--- src/rtl/seg_scan_595_if.sv ---
// seg_scan_595_if
//   Bundles the display-value inputs and the board-pin outputs of the
//   7-segment scanner.
//   master : display-value side (drives disnum/dp_en/blank, observes pins)
//   slave  : the scanner itself
//   disnum     4*NUM_DIGITS  nibble k shown on digit k
//   dp_en      NUM_DIGITS    decimal point per digit
//   blank      NUM_DIGITS    force digit dark
//   SER/SCLK/RCLK            74HC595 serial data, shift clock, latch pulse
//   SEL        NUM_DIGITS    one-hot digit select
//   frame_done 1             pulse with the latch of the last digit
interface seg_scan_595_if #(
  parameter int NUM_DIGITS = 4
);
  logic [4*NUM_DIGITS-1:0] disnum;
  logic [NUM_DIGITS-1:0]   dp_en;
  logic [NUM_DIGITS-1:0]   blank;
  logic                    SER;
  logic                    SCLK;
  logic                    RCLK;
  logic [NUM_DIGITS-1:0]   SEL;
  logic                    frame_done;

  modport master (
    output disnum, dp_en, blank,
    input  SER, SCLK, RCLK, SEL, frame_done
  );

  modport slave (
    input  disnum, dp_en, blank,
    output SER, SCLK, RCLK, SEL, frame_done
  );
endinterface

--- src/rtl/seg_scan_595.sv ---
// seg_scan_595
//   Multi-digit 7-segment scanner: hex-decodes one digit at a time, shifts
//   the segment byte into a 74HC595, latches it and selects the digit.
//   clk  : system clock
//   rst  : asynchronous reset, active high
//   bus  : seg_scan_595_if.slave (display value in, segment/select pins out)
//
//   state   | meaning
//   --------+-----------------------------------------------------------
//   S_IDLE  | one cycle after reset release
//   S_LOAD  | snapshot inputs (digit 0 only), encode current digit byte
//   S_SHIFT | 8 bits out, SCLK low CLK_DIV cycles then high CLK_DIV
//   S_LATCH | RCLK pulse, SEL moves to current digit, frame_done on last
//   S_HOLD  | dwell DWELL cycles, then advance digit index
module seg_scan_595 #(
  parameter int NUM_DIGITS      = 4,
  parameter int CLK_DIV         = 1,
  parameter int DWELL           = 16,
  parameter bit SEL_ACTIVE_LOW  = 1'b1,
  parameter bit SEG_ACTIVE_HIGH = 1'b1,
  parameter bit LSB_FIRST       = 1'b1
) (
  input logic           clk,
  input logic           rst,
  seg_scan_595_if.slave bus
);

  localparam int IW   = (NUM_DIGITS > 1) ? $clog2(NUM_DIGITS) : 1;
  localparam int TMAX = (CLK_DIV > DWELL) ? CLK_DIV : DWELL;
  localparam int TW   = $clog2(TMAX + 1);
  localparam logic [IW-1:0]         LAST_IDX = IW'(NUM_DIGITS - 1);
  localparam logic [TW-1:0]         DIV_LD   = TW'(CLK_DIV - 1);
  localparam logic [TW-1:0]         DWELL_LD = TW'(DWELL - 1);
  localparam logic [NUM_DIGITS-1:0] SEL_OFF  = {NUM_DIGITS{SEL_ACTIVE_LOW}};

  typedef enum logic [2:0] {S_IDLE, S_LOAD, S_SHIFT, S_LATCH, S_HOLD} state_t;

  state_t                  state_q, state_n;
  logic [IW-1:0]           idx_q, idx_n;
  logic [TW-1:0]           tmr_q, tmr_n;
  logic [2:0]              bit_q, bit_n;
  logic [7:0]              byte_q, byte_n;
  logic [4*NUM_DIGITS-1:0] sh_num_q, sh_num_n;
  logic [NUM_DIGITS-1:0]   sh_dp_q, sh_dp_n;
  logic [NUM_DIGITS-1:0]   sh_blank_q, sh_blank_n;
  logic                    ser_q, ser_n;
  logic                    sclk_q, sclk_n;
  logic                    rclk_q, rclk_n;
  logic [NUM_DIGITS-1:0]   sel_q, sel_n;
  logic                    fdone_q, fdone_n;

  logic [4*NUM_DIGITS-1:0] num_src;
  logic [NUM_DIGITS-1:0]   dp_src;
  logic [NUM_DIGITS-1:0]   blank_src;
  logic [3:0]              nib;
  logic [7:0]              seg;
  logic [7:0]              enc_byte;
  logic [NUM_DIGITS-1:0]   sel_on;

  function automatic logic [7:0] hex_seg(input logic [3:0] v);
    case (v)
      4'h0: hex_seg = 8'hFC;
      4'h1: hex_seg = 8'h60;
      4'h2: hex_seg = 8'hDA;
      4'h3: hex_seg = 8'hF2;
      4'h4: hex_seg = 8'h66;
      4'h5: hex_seg = 8'hB6;
      4'h6: hex_seg = 8'hBE;
      4'h7: hex_seg = 8'hE0;
      4'h8: hex_seg = 8'hFE;
      4'h9: hex_seg = 8'hF6;
      4'hA: hex_seg = 8'hEE;
      4'hB: hex_seg = 8'h3E;
      4'hC: hex_seg = 8'h9C;
      4'hD: hex_seg = 8'h7A;
      4'hE: hex_seg = 8'h9E;
      default: hex_seg = 8'h8E;
    endcase
  endfunction

  function automatic logic [7:0] rev8(input logic [7:0] v);
    for (int i = 0; i < 8; i++) rev8[i] = v[7-i];
  endfunction

  // The byte is stored pre-ordered so SHIFT always sends byte_q[0] first.
  // At digit 0 the live inputs are used directly, because the shadow regs
  // only capture them at the end of this same LOAD cycle.
  always_comb begin
    num_src   = (idx_q == '0) ? bus.disnum : sh_num_q;
    dp_src    = (idx_q == '0) ? bus.dp_en  : sh_dp_q;
    blank_src = (idx_q == '0) ? bus.blank  : sh_blank_q;
    nib       = num_src[{idx_q, 2'b00} +: 4];
    seg       = hex_seg(nib);
    if (dp_src[idx_q])    seg[0] = 1'b1;
    if (blank_src[idx_q]) seg    = 8'h00;
    if (!SEG_ACTIVE_HIGH) seg    = ~seg;
    enc_byte  = LSB_FIRST ? seg : rev8(seg);
  end

  assign sel_on = (NUM_DIGITS'(1) << idx_q) ^ SEL_OFF;

  always_comb begin
    state_n    = state_q;
    idx_n      = idx_q;
    tmr_n      = tmr_q;
    bit_n      = bit_q;
    byte_n     = byte_q;
    sh_num_n   = sh_num_q;
    sh_dp_n    = sh_dp_q;
    sh_blank_n = sh_blank_q;
    ser_n      = ser_q;
    sclk_n     = sclk_q;
    rclk_n     = 1'b0;
    sel_n      = sel_q;
    fdone_n    = 1'b0;
    case (state_q)
      S_IDLE: state_n = S_LOAD;
      S_LOAD: begin
        if (idx_q == '0) begin
          sh_num_n   = bus.disnum;
          sh_dp_n    = bus.dp_en;
          sh_blank_n = bus.blank;
        end
        byte_n  = enc_byte;
        bit_n   = 3'd0;
        ser_n   = enc_byte[0];
        sclk_n  = 1'b0;
        tmr_n   = DIV_LD;
        state_n = S_SHIFT;
      end
      S_SHIFT: begin
        if (tmr_q != '0) begin
          tmr_n = tmr_q - TW'(1);
        end else if (!sclk_q) begin
          sclk_n = 1'b1;
          tmr_n  = DIV_LD;
        end else begin
          sclk_n = 1'b0;
          tmr_n  = DIV_LD;
          if (bit_q == 3'd7) begin
            state_n = S_LATCH;
            rclk_n  = 1'b1;
            sel_n   = sel_on;
            fdone_n = (idx_q == LAST_IDX);
          end else begin
            bit_n = bit_q + 3'd1;
            ser_n = byte_q[bit_q + 3'd1];
          end
        end
      end
      S_LATCH: begin
        tmr_n   = DWELL_LD;
        state_n = S_HOLD;
      end
      S_HOLD: begin
        if (tmr_q != '0) begin
          tmr_n = tmr_q - TW'(1);
        end else begin
          state_n = S_LOAD;
          idx_n   = (idx_q == LAST_IDX) ? '0 : idx_q + IW'(1);
        end
      end
      default: state_n = S_IDLE;
    endcase
  end

  always_ff @(posedge clk or posedge rst) begin
    if (rst) begin
      state_q    <= S_IDLE;
      idx_q      <= '0;
      tmr_q      <= '0;
      bit_q      <= '0;
      byte_q     <= '0;
      sh_num_q   <= '0;
      sh_dp_q    <= '0;
      sh_blank_q <= '0;
      ser_q      <= 1'b0;
      sclk_q     <= 1'b0;
      rclk_q     <= 1'b0;
      sel_q      <= SEL_OFF;
      fdone_q    <= 1'b0;
    end else begin
      state_q    <= state_n;
      idx_q      <= idx_n;
      tmr_q      <= tmr_n;
      bit_q      <= bit_n;
      byte_q     <= byte_n;
      sh_num_q   <= sh_num_n;
      sh_dp_q    <= sh_dp_n;
      sh_blank_q <= sh_blank_n;
      ser_q      <= ser_n;
      sclk_q     <= sclk_n;
      rclk_q     <= rclk_n;
      sel_q      <= sel_n;
      fdone_q    <= fdone_n;
    end
  end

  assign bus.SER        = ser_q;
  assign bus.SCLK       = sclk_q;
  assign bus.RCLK       = rclk_q;
  assign bus.SEL        = sel_q;
  assign bus.frame_done = fdone_q;

endmodule
--- src/flat_wrapper.sv ---
// flat-port wrapper written by rule: the top's interface ports become plain ports
module seg_scan_595_flat 
#(
  parameter int NUM_DIGITS      = 4,
  parameter int CLK_DIV         = 1,
  parameter int DWELL           = 16,
  parameter bit SEL_ACTIVE_LOW  = 1'b1,
  parameter bit SEG_ACTIVE_HIGH = 1'b1,
  parameter bit LSB_FIRST       = 1'b1
)
  (clk, rst, bus_disnum, bus_dp_en, bus_blank, bus_SER, bus_SCLK, bus_RCLK, bus_SEL, bus_frame_done);
  seg_scan_595_if #(.NUM_DIGITS(NUM_DIGITS)) bus_i ();
  input logic clk;
  input logic rst;
  input wire logic [$bits(bus_i.disnum)-1:0] bus_disnum;
  input wire logic [$bits(bus_i.dp_en)-1:0] bus_dp_en;
  input wire logic [$bits(bus_i.blank)-1:0] bus_blank;
  output wire logic [$bits(bus_i.SER)-1:0] bus_SER;
  output wire logic [$bits(bus_i.SCLK)-1:0] bus_SCLK;
  output wire logic [$bits(bus_i.RCLK)-1:0] bus_RCLK;
  output wire logic [$bits(bus_i.SEL)-1:0] bus_SEL;
  output wire logic [$bits(bus_i.frame_done)-1:0] bus_frame_done;
  assign bus_i.disnum = bus_disnum;
  assign bus_i.dp_en = bus_dp_en;
  assign bus_i.blank = bus_blank;
  assign bus_SER = bus_i.SER;
  assign bus_SCLK = bus_i.SCLK;
  assign bus_RCLK = bus_i.RCLK;
  assign bus_SEL = bus_i.SEL;
  assign bus_frame_done = bus_i.frame_done;
  seg_scan_595 #(.NUM_DIGITS(NUM_DIGITS), .CLK_DIV(CLK_DIV), .DWELL(DWELL), .SEL_ACTIVE_LOW(SEL_ACTIVE_LOW), .SEG_ACTIVE_HIGH(SEG_ACTIVE_HIGH), .LSB_FIRST(LSB_FIRST)) u_core (.clk(clk), .rst(rst), .bus(bus_i));
endmodule
--- config.mk ---
export PLATFORM = sky130hd
export DESIGN_NAME = seg_scan_595_flat
export DESIGN_NICKNAME = d
export VERILOG_FILES = /design/src/rtl/seg_scan_595_if.sv /design/src/rtl/seg_scan_595.sv /design/src/flat_wrapper.sv
export SDC_FILE = /design/constraint.sdc
export NUM_CORES = 1
export LEC_CHECK = 0
export BUFFER_PORTS_ARGS = -buffer_cell sky130_fd_sc_hd__buf_2
export CELL_PAD_IN_SITES_DETAIL_PLACEMENT = 1
export CELL_PAD_IN_SITES_GLOBAL_PLACEMENT = 1
export CORE_ASPECT_RATIO = 1.4
export CORE_UTILIZATION = 45
export CTS_CLUSTER_DIAMETER = 50
export DETAILED_ROUTE_END_ITERATION = 10
export GPL_TIMING_DRIVEN = 0
export HOLD_SLACK_MARGIN = 0.02
export PLACE_DENSITY = 0.73
export SYNTH_ARGS = -nofsm -noshare
export SYNTH_HDL_FRONTEND = slang
export SYNTH_SLANG_ARGS = --single-unit
export TNS_END_PERCENT = 30
--- constraint.sdc ---
create_clock -name clk -period 5.78 [get_ports clk]
set_input_delay 1.156 -clock clk [delete_from_list [all_inputs] [get_ports clk]]
set_output_delay 1.156 -clock clk [all_outputs]
set_load 0.02 [all_outputs]
==> run_results.csv, run 1 <==
group,metric,value,unit
sta,rsz0062_at_grt,"false",
floorplan,rows,34,
sta,setup_viol,0,
grt,grt_max_degree,43,
critical_path,crit_path_start_kind,"flip-flop",
drt,wl_per_cell,16.7,um
critical_path,ff2ff_setup_slack,2.39,ns
cells_and_area,synthToLayoutAreaGrowth,13.2,%
grt,antenna_found_initial,0,
drt,wl_met2,3470,um
cells_and_area,final_core_util,53.7,%
yosys,synthCells,267,
drt,top_layer,"met4",
clock_tree,cts_resized,0,
clock_tree,cts_buffers,5,
clock_tree,cts_root_buf,"clkbuf_8",
floorplan,die_height,98.7,um
critical_path,r2r_start,"u_core.idx_q[0]",
yosys,ys_seq_area_share,44.3,%
cells_and_area,final_cell_mix,"49 x dfrtp_1, 38 x buf_2, 29 x mux2_2",
min_path,hp-class,"flip-flop to flip-flop",
pwr,comb_power_share,8.5,%
pwr,p_clk_share,37.1,%
sta,hold_viol,0,
yosys,synth_flop_cell,"dfrtp_1",
floorplan,die_area,7010,um^2
clock_tree,insertion_delay,0.31,ns
pwr,p_sw,0.000162,W
grt,gr-usage-all-layers,20.6,%
yosys,ys_types,49,
critical_path,critical_path_class,"flip-flop to flip-flop",
drt,avgViaCountPerCell,5.70,
cells_and_area,drive_gt1_share,32.7,%
sta,max_freq,295,MHz
drt,drt.antenna.violating_nets,0,
clock_tree,htree_levels,2,
critical_path,crit_fanout,10,
drt,drt_iter0_drc,44,
yosys,synth-adder-area-share,5.41,%
flow_run,cap_violations,0,
floorplan,core_area,6340,um^2
sta,final_period_minus_worst_setup_slack,3.39,ns
cells_and_area,final_nets,347,
sta,relSlewSlack,56.9,%
grt,grt_pass1_vias,2319,
drt,drt-met1-wl,2690,um
yosys,synth_compound_area_share,11.9,%
drt,vias,2170,
clock_tree,clk_path_buf_depth,2,
pwr,cell_internal_pwr,0.000556,W
critical_path,cp.arrival,3.62,ns
min_path,hold_depth,1,
clock_tree,cts_tree,"yes",
drt,first_pass_iters,4,
yosys,syn_area_per_cell,11.3,um^2
yosys,yosys_warnings,0,
yosys,async_flop_share,100,%
pwr,power_leakage,1.53,nW
floorplan,die_w,71.1,um
sta,fin_crit_sh,58.6,%
critical_path,critPathCaptureType,"flip-flop",
pwr,switching_share,22.6,%
pwr,max-vdd-ir-drop,0.150,mV
drt,wl,6370,um
yosys,syn_nets,306,
cells_and_area,final_common_cell,"dfrtp_1",
clock_tree,post_cts_buffers,0,
yosys,synthMuxAreaShare,22.1,%
clock_tree,clkSinkCount,53,
grt,grt_pass1_wl,11200,um
drt,route.detailed.drc,0,
floorplan,io_pins,34,
yosys,synth_top_family_by_area,"multiplexers",
run_status,outcome,"complete, no violations",
min_path,min_from,"u_core.bus.SER",
pwr,power_frac_seq,54.4,%
yosys,synth_edf_count,0,
min_path,whs_endpoint,"u_core.bus.SER",
sta,slew_violations,0,
cells_and_area,diodes,0,
sta,hold_slack,0.484,ns
yosys,syn_area,3010,um^2
yosys,synth_simple_gate_area_share,12.2,%
place,dp_hpwl,5020,um
yosys,synth_seq_cells,53,
sta,clock_skew,0.00523,ns
clock_tree,cts_hold_buffers,0,
place,numPortBuffers,33,
pwr,p_per_area,211,nW/um^2
sta,worst_pin_slew,0.628,ns
sta,tns,0,ns
yosys,synth-xor-area-share,0.291,%
critical_path,r2r_cells,13,
floorplan,start_util,47.4,%
critical_path,reg2reg_to,"u_core.byte_q[7]",
place,gp_congestion,0.763,
clock_tree,clk_pin_slew,0.10,ns
grt,overflow,0,
critical_path,required,6.01,ns
drt,wl_met3,143,um
routing by layer:
| metal | global-route usage [%] | up-vias |
|---|---|---|
| met4 | 5.08 | 0 |
| met1 | 24.3 | 1085 |
| met3 | 3.27 | 6 |
| met2 | 38.5 | 32 |
| met5 | 0 | - |
| li1 | - | 1047 |
stage by stage:
step	total power (W)	cells	setup WS, ns	cell area, um^2
3_5_place_dp	0.000461	373	2.38	3280
6_report	0.000719	381	2.39	3400
2_1_floorplan	0.000437	267	2.89	3010
4_1_cts	0.000728	381	2.34	3400
3_3_place_gp	0.000456	372	2.44	3260
5_1_grt	0.000750	381	2.04	3400
cell usage after synthesis, drive strengths merged (6+ instances only):
library cell  instances  area (um^2)
inv                  11         41.3
mux2i                 7         73.8
ha                   13          163
nand2                28          105
mux2                 30          342
nand3                 9         45.0
mux4                 11          248
clkbuf                6         22.5
dfrtp                49         1230
nor2b                 6         37.5
o21ai                 7         35.0
nor2                 17         66.3
a21oi                 9         45.0
buf                   8         51.3
cells by family after synthesis:
group | after synthesis
and+or+nand+nor | 77
buffers and inverters | 25
DFF | 53
AOI/OAI and AO/OA | 50
xor gates and xnor gates | 1
muxes | 48
adders and majority gates | 13
worst max-delay path, stage by stage, from the launching register on:
cell and delay, ns:
dfrtp_1 0.41, buf_6 0.18, buf_2 0.28, inv_1 0.11, ha_1 0.22, buf_6 0.14, buf_2 0.20, mux4_2 0.30
mux2i_1 0.52, inv_1 0.15, ha_1 0.27, nor4_1 0.29, a31oi_1 0.07, o221ai_1 0.16
registers in the layout, indices dropped and copies added, names as in the netlist:
name	flops
u_core.state_q	3
u_core.sh_blank_q	4
u_core.tmr_q	5
u_core.bus.SER	1
u_core.sh_num_q	16
u_core.bit_q	3
u_core.sh_dp_q	4
u_core.bus.RCLK	1
u_core.idx_q	2
u_core.bus.SCLK	1
u_core.bus.SEL	4
u_core.bus.frame_done	1
u_core.byte_q	8
how the worst max path moves through the flow:
stage | startpoint | to | cells after the start
floorplan | u_core.idx_q[0] | u_core.byte_q[7] | 13
detailed placement | u_core.idx_q[0] | u_core.byte_q[7] | 13
finish | u_core.idx_q[0] | u_core.byte_q[7] | 13
global route | u_core.idx_q[0] | u_core.byte_q[7] | 13
CTS | u_core.idx_q[0] | u_core.byte_q[7] | 13
global placement | u_core.idx_q[0] | u_core.byte_q[7] | 13
power by group through the flow:
stage | sequential, W | clock, W | combinational (W)
floorplan | 0.000396 | 0 | 0.0000401
global placement | 0.000398 | 0 | 0.0000587
detailed placement | 0.000399 | 0 | 0.0000623
CTS | 0.000391 | 0.000274 | 0.0000626
global route | 0.000393 | 0.000287 | 0.0000698
finish | 0.000391 | 0.000266 | 0.0000612
area by class of cell:
class                           instances  area (um^2)
Tap cell                               72         90.1
Inverter                               11         41.3
Clock buffer                            6         82.6
Timing Repair Buffer                   34          185
Sequential cell                        53         1330
Clock inverter                          2         37.5
Multi-Input combinational cell        189         1560
Fill cell                             708         2940
Buffer                                 14         73.8
Power figures use the tool's default switching activity.
==> run 2: changes to the inputs <==
--- a/config.mk
+++ b/config.mk
@@ -9,12 +9,12 @@
 export CELL_PAD_IN_SITES_DETAIL_PLACEMENT = 1
 export CELL_PAD_IN_SITES_GLOBAL_PLACEMENT = 1
 export CORE_ASPECT_RATIO = 1.4
-export CORE_UTILIZATION = 45
+export CORE_UTILIZATION = 42
 export CTS_CLUSTER_DIAMETER = 50
 export DETAILED_ROUTE_END_ITERATION = 10
 export GPL_TIMING_DRIVEN = 0
 export HOLD_SLACK_MARGIN = 0.02
-export PLACE_DENSITY = 0.73
+export PLACE_DENSITY = 0.72
 export SYNTH_ARGS = -nofsm -noshare
 export SYNTH_HDL_FRONTEND = slang
 export SYNTH_SLANG_ARGS = --single-unit
==> constraint.sdc (replaced) <==
create_clock -name clk -period 2.8 [get_ports clk]
set_input_delay 0.56 -clock clk [delete_from_list [all_inputs] [get_ports clk]]
set_output_delay 0.56 -clock clk [all_outputs]
set_load 0.02 [all_outputs]
==> run_results.csv, run 2 (same netlist as run 1, synthesis figures left out) <==
group,metric,value,unit
cells_and_area,diodes,0,
floorplan,die_height,102,um
clock_tree,insertion_delay,0.30,ns
grt,antenna_found_initial,0,
grt,grt_pass1_wl,10900,um
sta,rsz0062_at_grt,"false",
sta,setup_viol,0,
cells_and_area,largest_reg_flops,16,
sta,fin_crit_sh,95.2,%
pwr,power_leakage,1.55,nW
flow_run,cap_violations,0,
drt,vias,2217,
cells_and_area,synthToLayoutAreaGrowth,16.4,%
grt,overflow,0,
pwr,p_per_area,393,nW/um^2
sta,worst_pin_slew,0.599,ns
clock_tree,htree_levels,2,
sta,max_freq,375,MHz
grt,grt_max_degree,41,
drt,first_pass_iters,4,
floorplan,die_w,73.5,um
drt,drt.antenna.violating_nets,0,
critical_path,critPathCaptureType,"flip-flop",
grt,gr-usage-all-layers,19.0,%
floorplan,die_area,7500,um^2
clock_tree,cts_root_buf,"clkbuf_8",
floorplan,core_area,6940,um^2
clock_tree,clk_path_buf_depth,2,
grt,grt_pass1_vias,2403,
floorplan,start_util,43.3,%
drt,wl,6490,um
place,preCtsSetupSlack,-0.483,ns
floorplan,rows,36,
critical_path,r2r_cells,11,
clock_tree,cts_hold_buffers,0,
drt,route.detailed.drc,0,
sta,clock_skew,0.00895,ns
clock_tree,cts_buffers,5,
drt,drt_iter0_drc,56,
sta,final_period_minus_worst_setup_slack,2.67,ns
clock_tree,clkSinkCount,53,
sta,slew_violations,0,
critical_path,cp.arrival,2.84,ns
sta,relSlewSlack,59.9,%
drt,wl_per_cell,15.9,um
pwr,max-vdd-ir-drop,0.300,mV
sta,hold_viol,0,
clock_tree,cts_tree,"yes",
clock_tree,clk_pin_slew,0.10,ns
pwr,total_power,0.00138,W
critical_path,crit_fanout,10,
min_path,hp-class,"primary input to async pin",
run_status,outcome,"complete, no violations",
cells_and_area,reg_top3,"u_core.sh_num_q (16), u_core.byte_q (8), u_core.tmr_q (5)",
critical_path,required,2.97,ns
cells_and_area,final_cell_mix,"49 x dfrtp_1, 36 x buf_2, 29 x mux2_2",
critical_path,crit_path_start_kind,"flip-flop",
critical_path,critical_path_class,"flip-flop to flip-flop",
cells_and_area,final_core_util,50.5,%
place,dp_hpwl,4920,um
floorplan,io_pins,34,
drt,avgViaCountPerCell,5.42,
cells_and_area,final_common_cell,"dfrtp_1",
cells_and_area,largest-register,"u_core.sh_num_q",
cells_and_area,drive_gt1_share,35.7,%
place,gp_congestion,0.769,
cells_and_area,final_nets,353,
place,numPortBuffers,33,
sta,fin_ws,0.133,ns
sta,tns,0,ns
run 2: area by class of cell:
cell class | count | area (um^2)
fillers | 798 | 3440
clock buffers | 7 | 86.3
well taps | 95 | 119
plain buffers | 13 | 86.3
repair buffers | 41 | 238
inverters | 11 | 43.8
multi-input cells | 189 | 1600
flip-flops and latches | 53 | 1330
run 2: per-layer routing:
metal	global-route usage (%)	up-vias	wire [um]
li1	-	1060	-
met4	5.47	0	74
met2	36.4	26	3630
met1	21.6	1125	2660
met5	0	-	0
met3	2.37	6	134
run 2: what timing repair did:
item                       CTS  global route
resized for setup            8             4
setup buffers                3             4
pin swaps                    0             1
setup endpoints to repair    7             5
run 2: report_power, final:
group / switching [W] / internal, W
Clock: 0.000239 / 0.000197
Combinational: 0.0000645 / 0.0000687
Sequential: 0.0000136 / 0.000793
Total: 0.000317 / 0.00106
run 2: metrics by stage:
step                      instances  hold WS, ns  cell area [um^2]
after floorplan                 267        0.444              3020
after global placement          395        0.457              3300
after detailed placement        396        0.466              3320
after CTS                       405        0.207              3460
after global routing            409        0.213              3500
final                           409        0.201              3500
run 2: critical path, stage by stage, from the launching register on:
cell and delay, ns:
dfrtp_1 0.41, buf_6 0.13, buf_8 0.14, inv_1 0.08, ha_1 0.17, buf_6 0.14
mux4_2 0.52, mux2i_4 0.18, buf_4 0.18, ha_1 0.25, o2111ai_1 0.21, o311ai_1 0.13
run 2: worst paths after layout:
kind	startpoint	end	slack (ns)
worst min register to register	u_core.bus.SER	u_core.bus.SER	0.48
min in group clk	u_core.bus.SER	u_core.bus.SER	0.48
worst min-delay path	rst	u_core.state_q[0]	0.20
worst max register to register	u_core.idx_q[0]	u_core.byte_q[4]	0.13
worst max-delay path	u_core.idx_q[0]	u_core.byte_q[4]	0.13
max in group asynchronous	rst	u_core.bus.SEL[3]	2.01
